==> src/rtl/ber_pkg.sv <==
`default_nettype none
// ============================================================================
// Module      : ber_pkg
// Description : Shared types, width helpers and saturating arithmetic for the
//               self-sequencing BER checker.
// Revision    : 1.0  initial release
// ============================================================================
package ber_pkg;

    // Operating phase of the checker
    typedef enum logic [1:0] {
        ST_IDLE  = 2'd0,
        ST_SYNC  = 2'd1,
        ST_COUNT = 2'd2
    } ber_state_e;

    // Default geometry of the checker
    localparam int unsigned DEF_PRBS_LEN = 511;
    localparam int unsigned DEF_SYNC_WIN = 511;
    localparam int unsigned DEF_LOCK_WIN = 1024;

    // Width of a counter that must hold 0..n-1, never narrower than one bit
    function automatic int unsigned ber_cnt_w(input int unsigned n);
        return (n > 1) ? $clog2(n) : 1;
    endfunction

    localparam int unsigned IDX_W  = ber_cnt_w(DEF_PRBS_LEN);
    localparam int unsigned SWIN_W = ber_cnt_w(DEF_SYNC_WIN);
    localparam int unsigned LWIN_W = ber_cnt_w(DEF_LOCK_WIN);

    // a + b clamped to max_v; operands are zero-extended by the caller
    function automatic logic [63:0] ber_sat_add(input logic [63:0] a,
                                                input logic [63:0] b,
                                                input logic [63:0] max_v);
        logic [64:0] s;
        s = {1'b0, a} + {1'b0, b};
        if (s > {1'b0, max_v}) begin
            return max_v;
        end
        return s[63:0];
    endfunction

endpackage : ber_pkg
`default_nettype wire

==> src/rtl/ber_win_acc.sv <==
`default_nettype none
// ============================================================================
// Module      : ber_win_acc
// Description : Windowed error accumulator. Counts enabled bits and their
//               errors; on the last bit of a WIN-bit window it pulses o_tc,
//               presents the window total (including that bit) on o_sum and
//               restarts from zero.
// Revision    : 1.0  initial release
// ============================================================================
module ber_win_acc
    import ber_pkg::*;
#(
    parameter int unsigned WIN = 511
) (
    input  logic                       clk,
    input  logic                       i_reset,
    input  logic                       i_clr,
    input  logic                       i_en,
    input  logic                       i_err,
    output logic                       o_tc,
    output logic [$clog2(WIN+1)-1:0]   o_sum
);

    localparam int unsigned c_CNT_W = ber_cnt_w(WIN);
    localparam int unsigned c_SUM_W = $clog2(WIN + 1);

    logic [c_CNT_W-1:0] cnt_q, cnt_d;
    logic [c_SUM_W-1:0] acc_q, acc_d;

    assign o_tc  = i_en && (cnt_q == c_CNT_W'(WIN - 1));
    assign o_sum = acc_q + c_SUM_W'(i_err);

    // Next window position and running error sum
    always_comb begin
        cnt_d = cnt_q;
        acc_d = acc_q;
        if (i_clr) begin
            cnt_d = '0;
            acc_d = '0;
        end else if (i_en) begin
            if (o_tc) begin
                cnt_d = '0;
                acc_d = '0;
            end else begin
                cnt_d = cnt_q + 1'b1;
                acc_d = o_sum;
            end
        end
    end

    // Window registers
    always_ff @(posedge clk) begin
        if (i_reset) begin
            cnt_q <= '0;
            acc_q <= '0;
        end else begin
            cnt_q <= cnt_d;
            acc_q <= acc_d;
        end
    end

endmodule : ber_win_acc
`default_nettype wire

==> src/rtl/ber_checker_fsm.sv <==
`default_nettype none
// ============================================================================
// Module      : ber_checker_fsm
// Description : Self-sequencing BER checker for one PRBS bit stream. Searches
//               every latency hypothesis of a local reference shifter, locks
//               on the best one, then counts errors/bits and drops back to a
//               fresh search when a lock window shows too many errors.
// Revision    : 1.0  initial release
// ============================================================================
module ber_checker_fsm
    import ber_pkg::*;
#(
    parameter int unsigned PRBS_LEN     = 511,
    parameter int unsigned SYNC_WIN     = 511,
    parameter int unsigned LOCK_WIN     = 1024,
    parameter int unsigned LOCK_ERR_MAX = 64,
    parameter int unsigned SYNC_ERR_MAX = 32,
    parameter int unsigned BER_DEN      = 50,
    parameter int unsigned CNT_W        = 64
) (
    input  logic                          clk,
    input  logic                          i_reset,
    input  logic                          i_ctrl,
    input  logic                          i_enable,
    input  logic                          i_clear,
    input  logic                          i_rx_bit,
    input  logic                          i_ref_bit,
    output logic [1:0]                    o_state,
    output logic                          o_locked,
    output logic [$clog2(PRBS_LEN)-1:0]   o_lat,
    output logic [CNT_W-1:0]              o_err_cnt,
    output logic [CNT_W-1:0]              o_tot_cnt,
    output logic [7:0]                    o_resync_cnt,
    output logic                          o_ber_ok
);

    localparam int unsigned c_IDX_W  = $clog2(PRBS_LEN);
    localparam int unsigned c_SSUM_W = $clog2(SYNC_WIN + 1);
    localparam int unsigned c_LSUM_W = $clog2(LOCK_WIN + 1);
    localparam int unsigned c_MUL_W  = CNT_W + $clog2(BER_DEN + 1);
    localparam logic [CNT_W-1:0] c_CNT_MAX = '1;

    ber_state_e           state_q, state_d;
    logic [PRBS_LEN-1:0]  shifter_q, shifter_d;
    logic [c_IDX_W-1:0]   idx_q, idx_d;
    logic [c_IDX_W-1:0]   best_q, best_d;
    logic [c_IDX_W-1:0]   lat_q, lat_d;
    logic [c_SSUM_W-1:0]  err_min_q, err_min_d;
    logic [CNT_W-1:0]     err_q, err_d;
    logic [CNT_W-1:0]     tot_q, tot_d;
    logic [7:0]           resync_q, resync_d;
    logic                 ber_ok_q;

    logic                 w_sync_en, w_sync_clr, w_sync_tc, w_sync_e;
    logic [c_SSUM_W-1:0]  w_sync_sum;
    logic                 w_lock_en, w_lock_clr, w_lock_tc, w_lock_e;
    logic [c_LSUM_W-1:0]  w_lock_sum;
    logic                 w_better;
    logic [c_SSUM_W-1:0]  w_min_eff;
    logic [c_IDX_W-1:0]   w_best_eff;
    logic [PRBS_LEN-1:0]  w_shifted;
    logic [c_MUL_W-1:0]   w_err_scaled;

    // Error of the hypothesis under test and of the locked latency
    assign w_sync_e  = shifter_q[idx_q] ^ i_rx_bit;
    assign w_lock_e  = shifter_q[lat_q] ^ i_rx_bit;
    assign w_shifted = {shifter_q[PRBS_LEN-2:0], i_ref_bit};

    // Strictly better only: on a tie the earlier hypothesis is kept
    assign w_better   = (w_sync_sum < err_min_q);
    assign w_min_eff  = w_better ? w_sync_sum : err_min_q;
    assign w_best_eff = w_better ? idx_q : best_q;

    assign w_err_scaled = c_MUL_W'(err_q) * c_MUL_W'(BER_DEN);

    // Per-hypothesis error window used during the search
    ber_win_acc #(
        .WIN (SYNC_WIN)
    ) u_sync_win (
        .clk     (clk),
        .i_reset (i_reset),
        .i_clr   (w_sync_clr),
        .i_en    (w_sync_en),
        .i_err   (w_sync_e),
        .o_tc    (w_sync_tc),
        .o_sum   (w_sync_sum)
    );

    // Lock-quality window used while counting
    ber_win_acc #(
        .WIN (LOCK_WIN)
    ) u_lock_win (
        .clk     (clk),
        .i_reset (i_reset),
        .i_clr   (w_lock_clr),
        .i_en    (w_lock_en),
        .i_err   (w_lock_e),
        .o_tc    (w_lock_tc),
        .o_sum   (w_lock_sum)
    );

    // Next-state, search bookkeeping and counter updates on each strobe
    always_comb begin
        state_d    = state_q;
        shifter_d  = shifter_q;
        idx_d      = idx_q;
        best_d     = best_q;
        lat_d      = lat_q;
        err_min_d  = err_min_q;
        err_d      = err_q;
        tot_d      = tot_q;
        resync_d   = resync_q;
        w_sync_en  = 1'b0;
        w_sync_clr = 1'b0;
        w_lock_en  = 1'b0;
        w_lock_clr = 1'b0;

        if (i_ctrl) begin
            if (!i_enable) begin
                // Abort whatever is running; counters keep their values
                state_d = ST_IDLE;
            end else begin
                case (state_q)
                    ST_IDLE: begin
                        state_d    = ST_SYNC;
                        idx_d      = '0;
                        best_d     = '0;
                        err_min_d  = '1;
                        w_sync_clr = 1'b1;
                    end

                    ST_SYNC: begin
                        shifter_d = w_shifted;
                        w_sync_en = 1'b1;
                        if (w_sync_tc) begin
                            if (idx_q == c_IDX_W'(PRBS_LEN - 1)) begin
                                if (w_min_eff <= c_SSUM_W'(SYNC_ERR_MAX)) begin
                                    state_d    = ST_COUNT;
                                    lat_d      = w_best_eff;
                                    err_d      = '0;
                                    tot_d      = '0;
                                    w_lock_clr = 1'b1;
                                end else begin
                                    // No hypothesis good enough: search again
                                    idx_d     = '0;
                                    best_d    = '0;
                                    err_min_d = '1;
                                end
                            end else begin
                                idx_d     = idx_q + 1'b1;
                                best_d    = w_best_eff;
                                err_min_d = w_min_eff;
                            end
                        end
                    end

                    ST_COUNT: begin
                        shifter_d = w_shifted;
                        w_lock_en = 1'b1;
                        if (i_clear) begin
                            err_d = '0;
                            tot_d = '0;
                        end else begin
                            err_d = CNT_W'(ber_sat_add(64'(err_q), 64'(w_lock_e),
                                                       64'(c_CNT_MAX)));
                            tot_d = CNT_W'(ber_sat_add(64'(tot_q), 64'd1,
                                                       64'(c_CNT_MAX)));
                        end
                        if (w_lock_tc && (w_lock_sum > c_LSUM_W'(LOCK_ERR_MAX))) begin
                            state_d    = ST_SYNC;
                            resync_d   = 8'(ber_sat_add(64'(resync_q), 64'd1, 64'd255));
                            idx_d      = '0;
                            best_d     = '0;
                            err_min_d  = '1;
                            w_sync_clr = 1'b1;
                        end
                    end

                    default: begin
                        state_d = ST_IDLE;
                    end
                endcase
            end
        end
    end

    // State and datapath registers
    always_ff @(posedge clk) begin
        if (i_reset) begin
            state_q   <= ST_IDLE;
            shifter_q <= '0;
            idx_q     <= '0;
            best_q    <= '0;
            lat_q     <= '0;
            err_min_q <= '1;
            err_q     <= '0;
            tot_q     <= '0;
            resync_q  <= '0;
        end else begin
            state_q   <= state_d;
            shifter_q <= shifter_d;
            idx_q     <= idx_d;
            best_q    <= best_d;
            lat_q     <= lat_d;
            err_min_q <= err_min_d;
            err_q     <= err_d;
            tot_q     <= tot_d;
            resync_q  <= resync_d;
        end
    end

    // BER threshold flag, re-evaluated every clock from the live counters
    always_ff @(posedge clk) begin
        if (i_reset) begin
            ber_ok_q <= 1'b0;
        end else begin
            ber_ok_q <= (w_err_scaled < c_MUL_W'(tot_q));
        end
    end

    assign o_state      = state_q;
    assign o_locked     = (state_q == ST_COUNT);
    assign o_lat        = lat_q;
    assign o_err_cnt    = err_q;
    assign o_tot_cnt    = tot_q;
    assign o_resync_cnt = resync_q;
    assign o_ber_ok     = ber_ok_q;

endmodule : ber_checker_fsm
`default_nettype wire
==> config.mk <==
export PLATFORM = sky130hd
export DESIGN_NAME = ber_checker_fsm
export DESIGN_NICKNAME = d
export VERILOG_FILES = /design/src/rtl/ber_pkg.sv /design/src/rtl/ber_win_acc.sv /design/src/rtl/ber_checker_fsm.sv
export SDC_FILE = /design/constraint.sdc
export NUM_CORES = 2
export LEC_CHECK = 0
export BUFFER_PORTS_ARGS = -buffer_cell sky130_fd_sc_hd__buf_2
export CORE_ASPECT_RATIO = 0.7
export CORE_MARGIN = 3
export CORE_UTILIZATION = 46
export DETAILED_ROUTE_END_ITERATION = 12
export GPL_ROUTABILITY_DRIVEN = 0
export HOLD_SLACK_MARGIN = 0.03
export PLACE_DENSITY = 0.64
export SLEW_MARGIN = 40
export SYNTH_ARGS = -nofsm -noshare
export SYNTH_HDL_FRONTEND = slang
export SYNTH_SLANG_ARGS = --single-unit
==> constraint.sdc <==
create_clock -name clk -period 6.8 [get_ports clk]
set_clock_uncertainty 0.05 [all_clocks]
set_input_delay 0.34 -clock clk [delete_from_list [all_inputs] [get_ports clk]]
set_output_delay 0.34 -clock clk [all_outputs]
set_load 0.02 [all_outputs]
=== Word-level counts from Yosys, hierarchy flattened ===
Index checks and enable logic that the tools add are counted.

* Input port bits: 7
* Output and inout port bits: 149
* Bits in registers: 725

* Multiply operators: 1
* Reductions and logical operators: 15
* Multiplexer cells: 73
* Order comparisons: 9
* Bitwise logic cells: 2
* $add $sub $neg: 8
* Equal/unequal tests: 14

{| class="wikitable"
|+ Operators with widths
! kind !! number
|-
| 2-to-1 mux 64 bit || 9
|-
| case mux 64 bit (2 select lines) || 2
|-
| > comparator 65 x 64 -> 1 bit (second input constant) || 2
|-
| 2-to-1 mux 9 bit || 14
|-
| case mux 9 bit (3 select lines) || 3
|-
| < comparator 70 x 64 -> 1 bit || 1
|-
| multiplier 64 x 5 -> 69 bit (second input constant) || 1
|-
| adder 64 x 1 -> 65 bit || 1
|-
| adder 64 x 1 -> 65 bit (second input constant) || 1
|-
| 2-to-1 mux 1 bit || 32
|-
| < comparator 9 x 10 -> 1 bit (second input constant) || 2
|-
| adder 9 x 1 -> 9 bit (second input constant) || 2
|-
| binary-select mux 1 bit (select 9 bit) || 2
|-
| == test 9 bit (second input constant) || 2
|-
| AND reduction 6 bit || 3
|-
| 2-to-1 mux 8 bit || 2
|-
| adder 11 x 1 -> 11 bit || 1
|-
| > comparator 11 x 7 -> 1 bit (second input constant) || 1
|-
| 2-to-1 mux 11 bit || 1
|-
| adder 10 x 1 -> 10 bit (second input constant) || 1
|-
| == test 10 bit (second input constant) || 1
|-
| 2-to-1 mux 10 bit || 1
|-
| 2-to-1 mux 2 bit || 5
|-
| adder 8 x 1 -> 9 bit (second input constant) || 1
|-
| other kinds (21) || 31
|}

=== Longest topological paths before layout ===
* Word-level depth: 14
* Mapped depth: 34
* Mapped depth without buffers: 27

=== Cells and area by module ===
From an unflattened synthesis, not the netlist that was laid out.

* Cell total of the unflattened synthesis: 5,510
* Area, all modules: 46,803.6 um^2

{| class="wikitable"
|+ Modules (own cells, without submodules)
! module !! instances !! area each (um^2) !! cells an instance
|-
| ber_checker_fsm || 1 || 44,664.1 || 5,263
|-
| ber_win_acc (u_lock_win) || 1 || 1,146.1 || 134
|-
| ber_win_acc (u_sync_win) || 1 || 993.5 || 113
|}

=== Worst setup path after synthesis ===
OpenSTA, ideal clock, no wires.

* Kind: reg2reg
* From: reg idx_q[0]
* To: reg err_q[6], in the netlist o_err_cnt[6]
* Cell stages (with the launch flop): 30
* Arrival: 6,572 ps
* Period minus slack after synthesis: 6,700 ps
* Path slack: 100 ps
* Path buffers: 8
* Cell sequence: dfxtp_1 buf_2 buf_2 buf_2 buf_2 mux4_2 a221oi_1 o21ai_0 a311oi_1 nor3_1 o32ai_1 xnor2_1 ha_1 ha_1 nand2_1 nor2_1 xnor2_1 ha_1 a21o_1 a211o_1 o22a_1 clkbuf_1 mux2i_1 o31ai_1 and2_1 buf_2 clkbuf_1 buf_1 a21oi_1 nor3_1

* Cells in the longest elaborated chain, start to end: 9
* Elaborated cells on any way between the ends: 11

{| class="wikitable"
|+ Ends and longest elaborated chain
! what !! RTL line !! source
|-
| start, declared || ber_checker_fsm.sv:45 || <nowiki>logic [c_IDX_W-1:0] idx_q, idx_d;</nowiki>
|-
| start signal, assigned || ber_checker_fsm.sv:202 || <nowiki>idx_q <= idx_d;</nowiki>
|-
| binary-select mux 1 bit (select 9 bit) || ber_checker_fsm.sv:65 || <nowiki>assign w_sync_e = shifter_q[idx_q] ^ i_rx_bit;</nowiki>
|-
| 2-to-1 mux 1 bit (not written as such) || ber_checker_fsm.sv:65 ||
|-
| bitwise XOR 1 bit || ber_checker_fsm.sv:65 ||
|-
| adder 9 x 1 -> 9 bit || ber_win_acc.sv:31 || <nowiki>assign o_sum = acc_q + c_SUM_W'(i_err);</nowiki>
|-
| < comparator 9 bit || ber_checker_fsm.sv:70 || <nowiki>assign w_better = (w_sync_sum < err_min_q);</nowiki>
|-
| 2-to-1 mux 9 bit || ber_checker_fsm.sv:71 || <nowiki>assign w_min_eff = w_better ? w_sync_sum : err_min_q;</nowiki>
|-
| <= comparator 9 x 6 -> 1 bit || ber_checker_fsm.sv:137 || <nowiki>if (w_min_eff <= c_SSUM_W'(SYNC_ERR_MAX)) begin</nowiki>
|-
| != test 2 bit (no source line) || - ||
|-
| AND reduction 6 bit (no source line) * || - ||
|-
| end signal, assigned || ber_checker_fsm.sv:206 || <nowiki>err_q <= err_d;</nowiki>
|-
| end, declared || ber_checker_fsm.sv:49 || <nowiki>logic [CNT_W-1:0] err_q, err_d;</nowiki>
|}

Mark *: on every way between the ends. The rest lies on a longest branch, timed or not. The select of a mux whose other input is x is not followed.
A chain may end at the register's enable or synchronous reset.

=== Final worst setup path ===
* From: reg lat_q[0], in the netlist o_lat[0]
* To: reg state_q[1], in the netlist o_state[1]

* Cells in the longest elaborated chain, start to end: 8

{| class="wikitable"
|+ Ends and longest elaborated chain
! what !! RTL line !! source
|-
| start, declared || ber_checker_fsm.sv:47 || <nowiki>logic [c_IDX_W-1:0] lat_q, lat_d;</nowiki>
|-
| start signal, assigned || ber_checker_fsm.sv:204 || <nowiki>lat_q <= lat_d;</nowiki>
|-
| binary-select mux 1 bit (select 9 bit) || ber_checker_fsm.sv:66 || <nowiki>assign w_lock_e = shifter_q[lat_q] ^ i_rx_bit;</nowiki>
|-
| 2-to-1 mux 1 bit (not written as such) || ber_checker_fsm.sv:66 ||
|-
| bitwise XOR 1 bit || ber_checker_fsm.sv:66 ||
|-
| adder 11 x 1 -> 11 bit || ber_win_acc.sv:31 ||
|-
| > comparator 11 x 7 -> 1 bit || ber_checker_fsm.sv:169 || <nowiki>if (w_lock_tc && (w_lock_sum > c_LSUM_W'(LOCK_ERR_MAX))) begin</nowiki>
|-
| logical AND 1 bit || ber_checker_fsm.sv:169 ||
|-
| != test 3 x 2 -> 1 bit (no source line) || - ||
|-
| AND reduction 5 bit (no source line) || - ||
|-
| end signal, assigned || ber_checker_fsm.sv:200 || <nowiki>state_q <= state_d;</nowiki>
|-
| end, declared || ber_checker_fsm.sv:43 || <nowiki>ber_state_e state_q, state_d;</nowiki>
|}

No other way between the ends. The select of a mux whose other input is x is not followed.

==> impl_metrics.ini <==
[run_status]
outcome = complete, no violations

[sta]
fin_crit_ps = 6530
finalCritPeriodShare = 0.961
fmax_mhz = 153
tns_ps = 0
hold_viol = 0
slew_viol_final = 0
finalSetupViolCount = 0
slew-limit-headroom = 0.410
worst_pin_slew_ps = 882

[placement]
dp_cells = 6910
port_buffers = 155
hpwl_mm = 102
place_area_um2 = 49600

[yosys]
ys_seq_area_frac = 0.308
synth_nets = 6025
synth_edf_count = 0
ys.flop_type = dfxtp_1
synth_warnings = 0
ys_ff_latch = 725
synthCells = 5673
synth.distinct_cells = 87
avgSynthCellArea_um2 = 8.30
async_reset_ff_frac = 0
netlist_area_um2 = 47100

[pwr]
p_leak_nw = 19.6
peakVddDrop_v = 0.000203
total_power_mw = 9.23
power_density_nw_per_um2 = 175

[drt]
post-route-drc-count = 0
antenna_left = 0
via_count = 43000
finalWirelength_mm = 146
dr.first_iter.drc_count = 5351
routed_via_density = 6.07
routedWlPerCell_um = 20.7
first_pass_iters = 7

[min_path]
hold_class = in -> reg

[clock_tree]
clkSinkCount = 725
cts_tree = built
clock_path_buffers = 3
htree_num_levels = 3
path_clk_slew_ps = 70
cts_buffers = 77
cts-root-buf = clkbuf_16
clock_latency_ps = 690

[global_routing]
grt_pass1_vias = 39000
antenna_found_initial = 2
grt_max_degree = 200
overflow = 0
grtUsageTotal = 0.266
grt_pass1_wl_mm = 228

[setup_path]
crit_type = reg -> reg
slowest_delay_ps = 570
worst_setup_path_end_kind = flop
worstSetupStartpointType = flop
critPathMostFrequentCell = mux4_2
worstPathCellList = buf_4 -> mux4_2 -> mux4_2 -> mux4_2 -> mux4_2 -> mux2i_4 -> xnor2_1 -> ha_1 -> ha_1 -> nand3_1 -> nor3_1 -> and3b_1 -> o21ai_0 -> nand2_1 -> a21o_1 -> buf_4 -> nand2_1 -> nand3_2 -> or2_2 -> a21oi_1 -> dlygate4sd3_1
crit_slowest_cell = mux4_2
arrival_ps = 7100
required_ps = 7360
path_max_fanout = 12

[finish]
fin_area_um2 = 52900
nets = 6026
num-fill-cells = 9382
fin_util = 0.525
area_delta_synth_final_pct = 12.4
ff_latch_area_um2 = 14500
layout_commonest_cell = nand2_1
layout.cells.non_filler = 7075
multi_input_area_um2 = 29600
drive_above_1_share = 0.142
layout_common_cells = 1205 x nand2_1, 802 x a21oi_1, 717 x dfxtp_1

[die]
core_um2 = 101000
start_util = 0.467
rows = 97
die_x_um = 388
io_pins = 156
die_y_um = 274
dieArea_um2 = 106000

[run]
drv_cap = 0
## Yosys cell counts, drive strengths merged (5+ instances only)
library cell	count	area (µm²)
nand3	131	656
xor2	36	315
mux2	9	101
or3	27	169
a21oi	803	4020
a311oi	29	279
o21bai	12	90.1
o31ai	16	125
a211oi	60	475
nor3	115	592
clkbuf	330	1240
o221a	7	78.8
or2	12	75.1
xnor2	88	771
nor4	41	290
a41oi	9	78.8
mux2i	64	641
o221ai	12	105
nor2	202	761
o211ai	14	105
or4	5	37.5
buf	71	367
o22ai	27	169
mux4	276	6220
and3	58	363
fa	59	1180
inv	403	1510
nand4	105	663
o41ai	6	52.6
nor2b	25	156
dfxtp	725	14500
nand4b	5	43.8
o21ai	125	626
a31oi	37	231
a221oi	18	170
and2	32	203
nand2	1208	4530
a22oi	6	45.0
a21o	71	533
nand2b	24	150
and4	17	149
o21a	7	52.6
a2111oi	13	121
nor3b	8	60.1
ha	286	3580
## report_power, final
group	switching (mW)	internal, mW	leakage (nW)	total (mW)
combinational	0.194	0.0631	12.4	0.257
clock	1.94	2.77	1.37	4.72
sequential	0.00660	4.25	5.84	4.25
## final timing paths
| kind | endpoint | start | slack, ps | cells after the start |
|---|---|---|---|---|
| worst max-delay path | o_state[1]$_SDFFE_PP0P_ | o_lat[0]$_SDFFE_PP0P_ | 270 | 21 |
| worst min register to register | u_sync_win.acc_q[0]$_SDFFE_PP0P_ | u_sync_win.acc_q[0]$_SDFFE_PP0P_ | 410 | 2 |
| worst min-delay path | o_tot_cnt[34]$_SDFFE_PP0P_ | i_clear | 350 | 5 |
| worst max register to register | o_state[1]$_SDFFE_PP0P_ | o_lat[0]$_SDFFE_PP0P_ | 270 | 21 |
## routing by layer
| layer | part of all wire | vias to the layer above | global-route usage |
|---|---|---|---|
| met5 | 0.00037 | - | 0 |
| met4 | 0.025 | 4 | 0.0659 |
| met3 | 0.11 | 246 | 0.0659 |
| met2 | 0.39 | 1966 | 0.359 |
| met1 | 0.47 | 20700 | 0.416 |
| li1 | - | 20100 | - |
## cell type report
class / count / share of cell area
flip-flops and latches: 725 / 0.275
diodes: 1 / 0.0000473
inverters: 403 / 0.0286
multi-input cells: 4144 / 0.559
clock inverters: 46 / 0.0136
well taps: 1336 / 0.0316
repair buffers: 323 / 0.0521
clock buffers: 97 / 0.0399
## cells by family after synthesis
logic type,Yosys count,share of synthesized area
flops,725,0.308
compound gates,1304,0.163
fa+ha+maj,345,0.101
simple gates,2022,0.191
buf+inv,804,0.0663
mux,349,0.148
xor+xnor,124,0.0231
## worst max-delay path: cells and delay by family (launching register included)
family / cells / cell delay (ps)
fa+ha+maj: 2 / 510
simple gates: 7 / 1210
flops: 1 / 550
compound gates: 3 / 440
xor+xnor: 1 / 260
buf+inv: 3 / 1060
mux: 5 / 2350
## metrics by stage
| stage | setup slack, ps | hold slack (ps) |
|---|---|---|
| after global placement | 212 | 399 |
| after global routing | -34.5 | 348 |
| after CTS | 117 | 331 |
| after detailed placement | 297 | 401 |
| after floorplan | 100 | 386 |
| final | 267 | 351 |
## state kept, by name, summed over array words and instances (netlist names), 10 cells and up
name              flops
o_err_cnt            64
o_tot_cnt            64
shifter_q           511
u_lock_win.acc_q     11
u_lock_win.cnt_q     10
## repair_timing
item                       in CTS  in global routing
gates resized for setup         0                 24
buffers inserted                0                  9
setup endpoints to repair       0                100
hold buffers                    5                  0
hold endpoints to repair        4                  0
Power figures use the tool's default switching activity.
